## config.mk

```make
export PLATFORM = sky130hd
export DESIGN_NAME = float32_normalize
export DESIGN_NICKNAME = d
export VERILOG_FILES = /design/src/rtl/float32_normalize_pkg.sv /design/src/rtl/float32_round.sv /design/src/rtl/float32_normalize.sv
export SDC_FILE = /design/constraint.sdc
export NUM_CORES = 1
export LEC_CHECK = 0
export BUFFER_PORTS_ARGS = -buffer_cell sky130_fd_sc_hd__buf_4
export CORE_ASPECT_RATIO = 1.25
export CORE_UTILIZATION = 49
export CTS_CLUSTER_SIZE = 20
export DETAILED_ROUTE_END_ITERATION = 7
export PLACE_DENSITY = 0.82
export SYNTH_ARGS = -nofsm -noshare
export SYNTH_HDL_FRONTEND = slang
export SYNTH_SLANG_ARGS = --single-unit
```

## constraint.sdc

```tcl
create_clock -name aClock -period 4.9 [get_ports aClock]
set_input_delay 0.98 -clock aClock [delete_from_list [all_inputs] [get_ports aClock]]
set_output_delay 0.98 -clock aClock [all_outputs]
set_load 0.05 [all_outputs]
```

## src/rtl/float32_normalize_pkg.sv

```systemverilog
// Shared float types for the arithmetic pipeline: IEEE single-precision, integer,
// and the unnormalised raw result that the arithmetic stages hand to the normaliser.
package float32_normalize_pkg;

    localparam int BIAS    = 127;
    localparam int EXP_MAX = 255;
    localparam int MANT_W  = 28;

    typedef struct packed {
        logic        sign;
        logic [7:0]  exponent;
        logic [22:0] mantissa;
    } Float32;

    typedef logic signed [31:0] Int32;

    // Mantissa layout: [27] carry, [26] hidden, [25:3] fraction, [2] guard, [1] round, [0] sticky
    typedef struct packed {
        logic                sign;
        logic signed [9:0]   exponent;
        logic [MANT_W-1:0]   mantissa;
    } RawFloat;

    typedef enum logic [1:0] {
        IDLE,
        SHIFT,
        ROUND,
        DONE
    } NormState;

endpackage

```

## src/rtl/float32_round.sv

```systemverilog
// Round-to-nearest-even on a normalised raw mantissa, then pack into Float32
// with flush-to-zero and overflow-to-infinity.
import float32_normalize_pkg::*;

module float32_round (
    input  logic                sign,
    input  logic signed [10:0]  exponent,
    input  logic [MANT_W-1:0]   mantissa,
    input  logic                zeroFlag,
    output Float32              result
);

    localparam logic signed [10:0] EXP_LIMIT = 11'(EXP_MAX);

    logic               roundUp;
    logic [24:0]        summed;
    logic [22:0]        fraction;
    logic               hidden;
    logic signed [10:0] finalExp;

    always_comb begin
        // NOTE: every signal written here gets a value before any branch, so no latch is inferred.
        roundUp  = mantissa[2] & (mantissa[1] | mantissa[0] | mantissa[3]);
        summed   = mantissa[27:3] + 25'(roundUp);
        fraction = summed[22:0];
        hidden   = summed[23];
        finalExp = exponent;
        result   = '{sign: sign, exponent: 8'h00, mantissa: 23'h0};

        // A carry out of the rounding increment renormalises by one place.
        if (summed[24]) begin
            fraction = summed[23:1];
            hidden   = summed[24];
            finalExp = exponent + 11'sd1;
        end

        if (zeroFlag || (mantissa == '0) || !hidden || (finalExp <= 11'sd0)) begin
            result = '{sign: sign, exponent: 8'h00, mantissa: 23'h0};
        end else if (finalExp >= EXP_LIMIT) begin
            result = '{sign: sign, exponent: 8'hFF, mantissa: 23'h0};
        end else begin
            result = '{sign: sign, exponent: finalExp[7:0], mantissa: fraction};
        end
    end

endmodule

```

## src/rtl/float32_normalize.sv

```systemverilog
// Multi-cycle normaliser: shifts a raw arithmetic result one place per cycle until
// the hidden bit is in position, then rounds and presents a Float32 with valid/ready.
import float32_normalize_pkg::*;

module float32_normalize (
    input  logic     aClock,
    input  logic     aReset,
    input  logic     anInValid,
    output logic     anInReady,
    input  RawFloat  anInput,
    output logic     anOutValid,
    input  logic     anOutReady,
    output Float32   anOutput
);

    NormState           state;
    NormState           nextState;
    logic               sign;
    logic signed [10:0] exponent;
    logic [MANT_W-1:0]  mantissa;
    logic               zeroFlag;
    Float32             rounded;
    Float32             resultReg;

    // Exponent carries one extra bit so shifting and rounding never wrap it.
    float32_round uRound (
        .sign     (sign),
        .exponent (exponent),
        .mantissa (mantissa),
        .zeroFlag (zeroFlag),
        .result   (rounded)
    );

    always_ff @(posedge aClock or posedge aReset) begin
        // NOTE: state registers use non-blocking assignments so every flop samples pre-edge values.
        if (aReset) begin
            state <= IDLE;
        end else begin
            state <= nextState;
        end
    end

    always_comb begin
        nextState = state;
        case (state)
            IDLE: begin
                if (anInValid) nextState = SHIFT;
            end
            SHIFT: begin
                if (mantissa == '0) begin
                    nextState = ROUND;
                end else if (mantissa[27]) begin
                    nextState = SHIFT;
                end else if ((mantissa[27:26] == 2'b00) && (exponent > 11'sd1)) begin
                    nextState = SHIFT;
                end else begin
                    nextState = ROUND;
                end
            end
            ROUND: nextState = DONE;
            DONE: begin
                if (anOutReady) nextState = IDLE;
            end
            default: nextState = IDLE;
        endcase
    end

    always_ff @(posedge aClock or posedge aReset) begin
        // NOTE: the datapath is reset too, so an operation in flight leaves no trace after reset.
        if (aReset) begin
            sign      <= 1'b0;
            exponent  <= '0;
            mantissa  <= '0;
            zeroFlag  <= 1'b0;
            resultReg <= '0;
        end else begin
            case (state)
                IDLE: begin
                    if (anInValid) begin
                        sign     <= anInput.sign;
                        exponent <= {anInput.exponent[9], anInput.exponent};
                        mantissa <= anInput.mantissa;
                        zeroFlag <= 1'b0;
                    end
                end
                SHIFT: begin
                    if (mantissa == '0) begin
                        zeroFlag <= 1'b1;
                    end else if (mantissa[27]) begin
                        // The bit shifted out of sticky stays folded into the new sticky.
                        mantissa <= {1'b0, mantissa[27:2], mantissa[1] | mantissa[0]};
                        exponent <= exponent + 11'sd1;
                    end else if ((mantissa[27:26] == 2'b00) && (exponent > 11'sd1)) begin
                        mantissa <= {mantissa[26:0], 1'b0};
                        exponent <= exponent - 11'sd1;
                    end
                end
                ROUND: resultReg <= rounded;
                default: ;
            endcase
        end
    end

    assign anInReady  = (state == IDLE);
    assign anOutValid = (state == DONE);
    assign anOutput   = resultReg;

endmodule

```

Word-level counts from Yosys, hierarchy flattened
Index checks and enable logic that the tools add are counted.
{"block": "word_totals", "reg_bits": 75, "inputBits": 43, "word_cells": 64}
{"block": "classes", "n_addsub": 3, "order_cmp": 3, "eq_ne": 8, "muxes": 24, "bitwise_logic": 3, "n_reduce_logical": 14}
{"operator": "$mux 28", "n": 4}
{"operator": "$mux 31", "n": 2}
{"operator": "$pmux 28 s2", "n": 1}
{"operator": "$mux 11", "n": 5}
{"operator": "$logic_not 28->1", "n": 1}
{"operator": "$add 25x1->25", "n": 1}
{"operator": "$mux 23", "n": 1}
{"operator": "$pmux 11 s2", "n": 1}
{"operator": "$add 11x2->11 const B", "n": 1}
{"operator": "$ge 11x9->1 const B", "n": 1}
{"operator": "$gt 11x2->1 const B", "n": 1}
{"operator": "$le 11x1->1 const B", "n": 1}
{"operator": "$sub 11x2->11 const B", "n": 1}
{"operator": "$mux 2", "n": 5}
{"operator": "$pmux 2 s4", "n": 1}
{"operator": "$ne 2x2->1 const B", "n": 3}
{"operator": "$reduce_and 3->1", "n": 2}
{"operator": "$eq 2x2->1 const B", "n": 2}
{"operator": "$logic_not 2->1", "n": 2}
{"operator": "$reduce_and 2->1", "n": 2}
{"operator": "$reduce_and 4->1", "n": 1}
{"operator": "$logic_or 1x1->1", "n": 3}
{"operator": "$mux 1", "n": 3}
{"operator": "$ne 3x3->1 const B", "n": 1}
{"operator": "8 further kinds", "n": 9}

Longest topological paths before layout
{"block": "logic_depth", "depth_word": 9, "mapped_depth": 15, "depth_no_buf": 9}

Modules after synthesis
From an unflattened synthesis, not the netlist that was laid out.
{"block": "hier_totals", "cells_unflattened": 603, "area_unflattened_um2": 5688.0}
{"module": "float32_normalize", "instances": 1, "cells_each": 339, "area_each_um2": 4010.1, "seq_area_each_um2": 1876.8}
{"module": "float32_round", "instances": 1, "cells_each": 264, "area_each_um2": 1677.9, "seq_area_each_um2": 0.0}

Worst setup path before layout
Ideal clock, no wire load.
{"block": "synth_timing", "path_kind": "register to register", "start": "register mantissa[2]", "end": "register resultReg (netlist bit anOutput[0])", "setup_ps": 143, "t_arrival_ps": 3324, "path_slack_ps": 1433, "stages_incl_launch_ff": 15, "n_path_buf": 5, "cell_sequence": "dfrtp_1 > clkbuf_1 > and2_1 > ha_1 > nand4_1 > or3_1 > buf_6 > or3_1 > buf_2 > a221o_1 > and2_4 > buf_6 > o41ai_4 > buf_6 > o41ai_2"}
{"block": "synth_between", "elab_chain_cells": 7}
{"item": "start, declared", "line": "float32_normalize.sv:20", "text": "logic [MANT_W-1:0] mantissa;"}
{"item": "start signal, assigned", "line": "float32_normalize.sv:82", "text": "mantissa <= anInput.mantissa;"}
{"item": "start signal, assigned", "line": "float32_normalize.sv:91", "text": "mantissa <= {1'b0, mantissa[27:2], mantissa[1] | mantissa[0]};"}
{"item": "start signal, assigned", "line": "float32_normalize.sv:94", "text": "mantissa <= {mantissa[26:0], 1'b0};"}
{"item": "parallel branches: the longest is 6 deep, another holds $add 25x1->25"}
{"item": "$mux 31 (*)", "line": "float32_round.sv:37", "text": "if (zeroFlag || (mantissa == '0) || !hidden || (finalExp <= 11'sd0)) begin"}
{"item": "end signal, assigned", "line": "float32_normalize.sv:98", "text": "ROUND: resultReg <= rounded;"}
{"item": "end, declared", "line": "float32_normalize.sv:23", "text": "Float32 resultReg;"}
Every way passes the cells marked *.
A chain may end at the register's enable or synchronous reset.

Worst setup path after layout
{"block": "layout_timing", "start": "register mantissa[2]", "end": "register resultReg (netlist bit anOutput[11])"}
The elaborated chain is that of the path after synthesis.

==> flow_metrics.py <==
metrics = {
    "timing": {
        "rsz0062_at_grt": "no",
        "clock_skew_ps": 8.68,
        "worst_pin_slew_ps": 1080,
        "slew_headroom_pct": 28.2,
        "period_minus_slack_ps": 3820,
        "slew_violations": 0,
        "whs_ps": 474,
        "finalSetupViolations": 0,
        "post-route-period-util_pct": 77.9,
        "setup_ws_ps": 1080,
        "hold_viol": 0,
        "fmaxAchievable_mhz": 262,
        "setup_tns_ps": 0,
    },
    "power_and_ir_drop": {
        "leakagePower_nw": 2.57,
        "power.density_nw_per_um2": 735,
        "peakVddDrop_v": 0.000570,
    },
    "route": {
        "drt_iter0_markers": 450,
        "drc": 0,
        "routed_via_density": 6.31,
        "first_pass_iters": 5,
        "routed_wl_um": 14100,
        "ant_nets": 0,
        "routed-via-count": 4960,
        "wl_per_cell_um": 17.9,
    },
    "place": {
        "place.gp.congestion": 0.880,
        "numPortBuffers": 76,
        "place_worst_setup_slack_ps": 1200,
        "hpwl_um": 9880,
    },
    "synthesis": {
        "ys_warn_count": 0,
        "ys.flop_type": "dfrtp_1",
        "yosys-top-cells-area": "dfrtp_1, o21ai_0, nand2_1, a221o_1, mux2_2",
        "synth_fp_nets": 674,
        "async_flop_share_pct": 100,
        "ys_ff_latch": 75,
        "synth_cells": 627,
        "yosys.area.top_type_share_pct": 35.1,
        "seq_area_frac_synth_pct": 35.1,
        "syn-cell-area_um2": 5340,
        "syn_avg_cell_area_um2": 8.52,
        "synthDistinctLibCells": 60,
        "synth_edf_count": 0,
        "synth_area_leader_cell": "dfrtp_1",
    },
    "clocking": {
        "htreeDepth": 3,
        "cts_resized": 0,
        "post-cts-setup-buffers": 0,
        "clk-insertion-delay-late_ps": 340,
        "clk_pin_slew_ps": 60,
        "cts_tree": "built",
        "cts_buffers": 9,
        "clock-sinks": 75,
        "clk_path_buf_depth": 2,
        "root_buffer": "clkbuf_16",
        "hold_buffers": 0,
    },
    "global_routing": {
        "grt_max_degree": 54,
        "grt_pass1_wl_um": 22800,
        "grt.total_usage_pct": 25.9,
        "grt_pass1_vias": 4562,
        "grt_remaining_overflow": 0,
        "antenna_found_initial": 0,
    },
    "layout": {
        "post-route-util_pct": 57.6,
        "fillerInstances": 922,
        "drive_gt1_share_pct": 23.7,
        "n_antenna_cell": 0,
        "nets": 696,
        "area_growth_pct": 14.5,
    },
    "critical_path": {
        "crit_fanout": 31,
        "required_ps": 5090,
        "crit_arrival_ps": 4000,
        "start_kind": "flip-flop",
        "critPathCaptureType": "flip-flop",
        "worstSetupPathType": "reg -> reg",
    },
    "floorplanning": {
        "fp.dieH_um": 119,
        "die_area_um2": 11300,
        "io_pins": 77,
        "core-area_um2": 10600,
        "dieWidth_um": 95.4,
        "start_util_pct": 50.3,
        "rows": 42,
    },
    "run": {
        "cap_violations": 0,
    },
    "run_status": {
        "status": "finished, final reports clean",
    },
    "hold_path": {
        "hp-class": "reg -> reg",
    },
}
## layout make-up
cell class	instances	area (µm²)	share of cell area, %
multi-input cells	465	3070	50.2
well taps	132	165	2.70
repair buffers	86	646	10.6
inverters	12	45.0	0.736
clock buffers	11	253	4.13
flip-flops and latches	75	1880	30.7
clock inverters	5	60.1	0.982
## registers in the layout (all words and copies together), names as in the netlist, named ones only
| signal | cells |
|---|---|
| anOutput | 32 |
| mantissa | 28 |
| exponent | 11 |
| sign | 1 |
| state | 1 |
| zeroFlag | 1 |
## where the power goes
part / internal (mW) / switching [mW] / total [mW]
Combinational: 0.911 / 1.57 / 2.48
Sequential: 0.880 / 0.451 / 1.33
Clock: 0.424 / 0.263 / 0.687
## cells by family after synthesis
logic type | after synthesis | share of synthesized area, %
buffers and inverters | 87 | 7.56
AO/OA/AOI/OAI | 191 | 26.6
AND/OR/NAND/NOR | 210 | 18.9
XOR/XNOR | 33 | 5.41
flip-flops | 75 | 35.1
adder cells (fa/ha/maj) | 4 | 0.937
multiplexers | 27 | 5.50
## path summary, 6_finish.rpt
path                       slack, ps          from  cells past startpoint      endpoint
max in group asynchronous       3100        aReset                      3  mantissa[11]
max                             1080   mantissa[2]                     10  anOutput[11]
min reg2reg                      470  anOutput[15]                      2  anOutput[15]
max reg2reg                     1080   mantissa[2]                     10  anOutput[11]
min                              470  anOutput[15]                      2  anOutput[15]
min in group asynchronous        810        aReset                      2  anOutput[26]
## critical path, stage by stage, from the launching register on
cell and delay, ps:
dfrtp_1 450, and2_1 180, ha_1 200, nand4_1 180, or3_1 500, nor3_2 510, o21ai_0 210, a2111oi_2 430
o41ai_4 140, buf_4 290, o41ai_1 550
## synth_stat cells (7+ instances only)
| cell type | number |
|---|---|
| buf_6 | 7 |
| xnor2_1 | 21 |
| xor2_1 | 12 |
| nand4_1 | 10 |
| nand3_1 | 18 |
| o41ai_2 | 12 |
| or3_1 | 8 |
| dfrtp_1 | 75 |
| nor3_1 | 15 |
| o41ai_1 | 11 |
| o21ai_2 | 8 |
| nor2_1 | 33 |
| nor4_1 | 13 |
| o22ai_1 | 7 |
| clkbuf_1 | 49 |
| and3_1 | 10 |
| nand2_1 | 82 |
| buf_2 | 12 |
| a221o_1 | 24 |
| a21oi_1 | 30 |
| mux2_2 | 19 |
| inv_1 | 12 |
| mux2i_1 | 8 |
| o21ai_0 | 67 |
## through the flow
stage	area (µm²)	total power [mW]	std cells
after detailed placement	5800	3.77	770
after CTS	6120	4.48	786
after floorplan	5340	3.23	627
after global routing	6120	4.80	786
after global placement	5800	3.69	770
final	6120	4.50	786
## per-layer routing
metal  vias to the layer above  GRT usage [%]  wire (µm)
met5                         -              0          0
met4                         0           12.7        368
met3                        31           3.60        846
met2                       241           39.1       6670
met1                      2346           36.2       6200
li1                       2342              -          -
## placed cells by master (no fill, tap or decap), types with 9 or more instances in the layout
master     count
xnor2_1       21
inv_1         11
nor4_1        13
dfrtp_1       75
xor2_1        12
mux2_2        19
o41ai_1       11
nor3_1        14
o41ai_2       12
nand4_1       10
a221o_1       24
a21oi_1       30
buf_4         86
clkbuf_16      9
nand2_1       82
nor2_1        32
nand3_1       18
o21ai_0       67
and3_1        10
(Power assumes the default switching activity.)
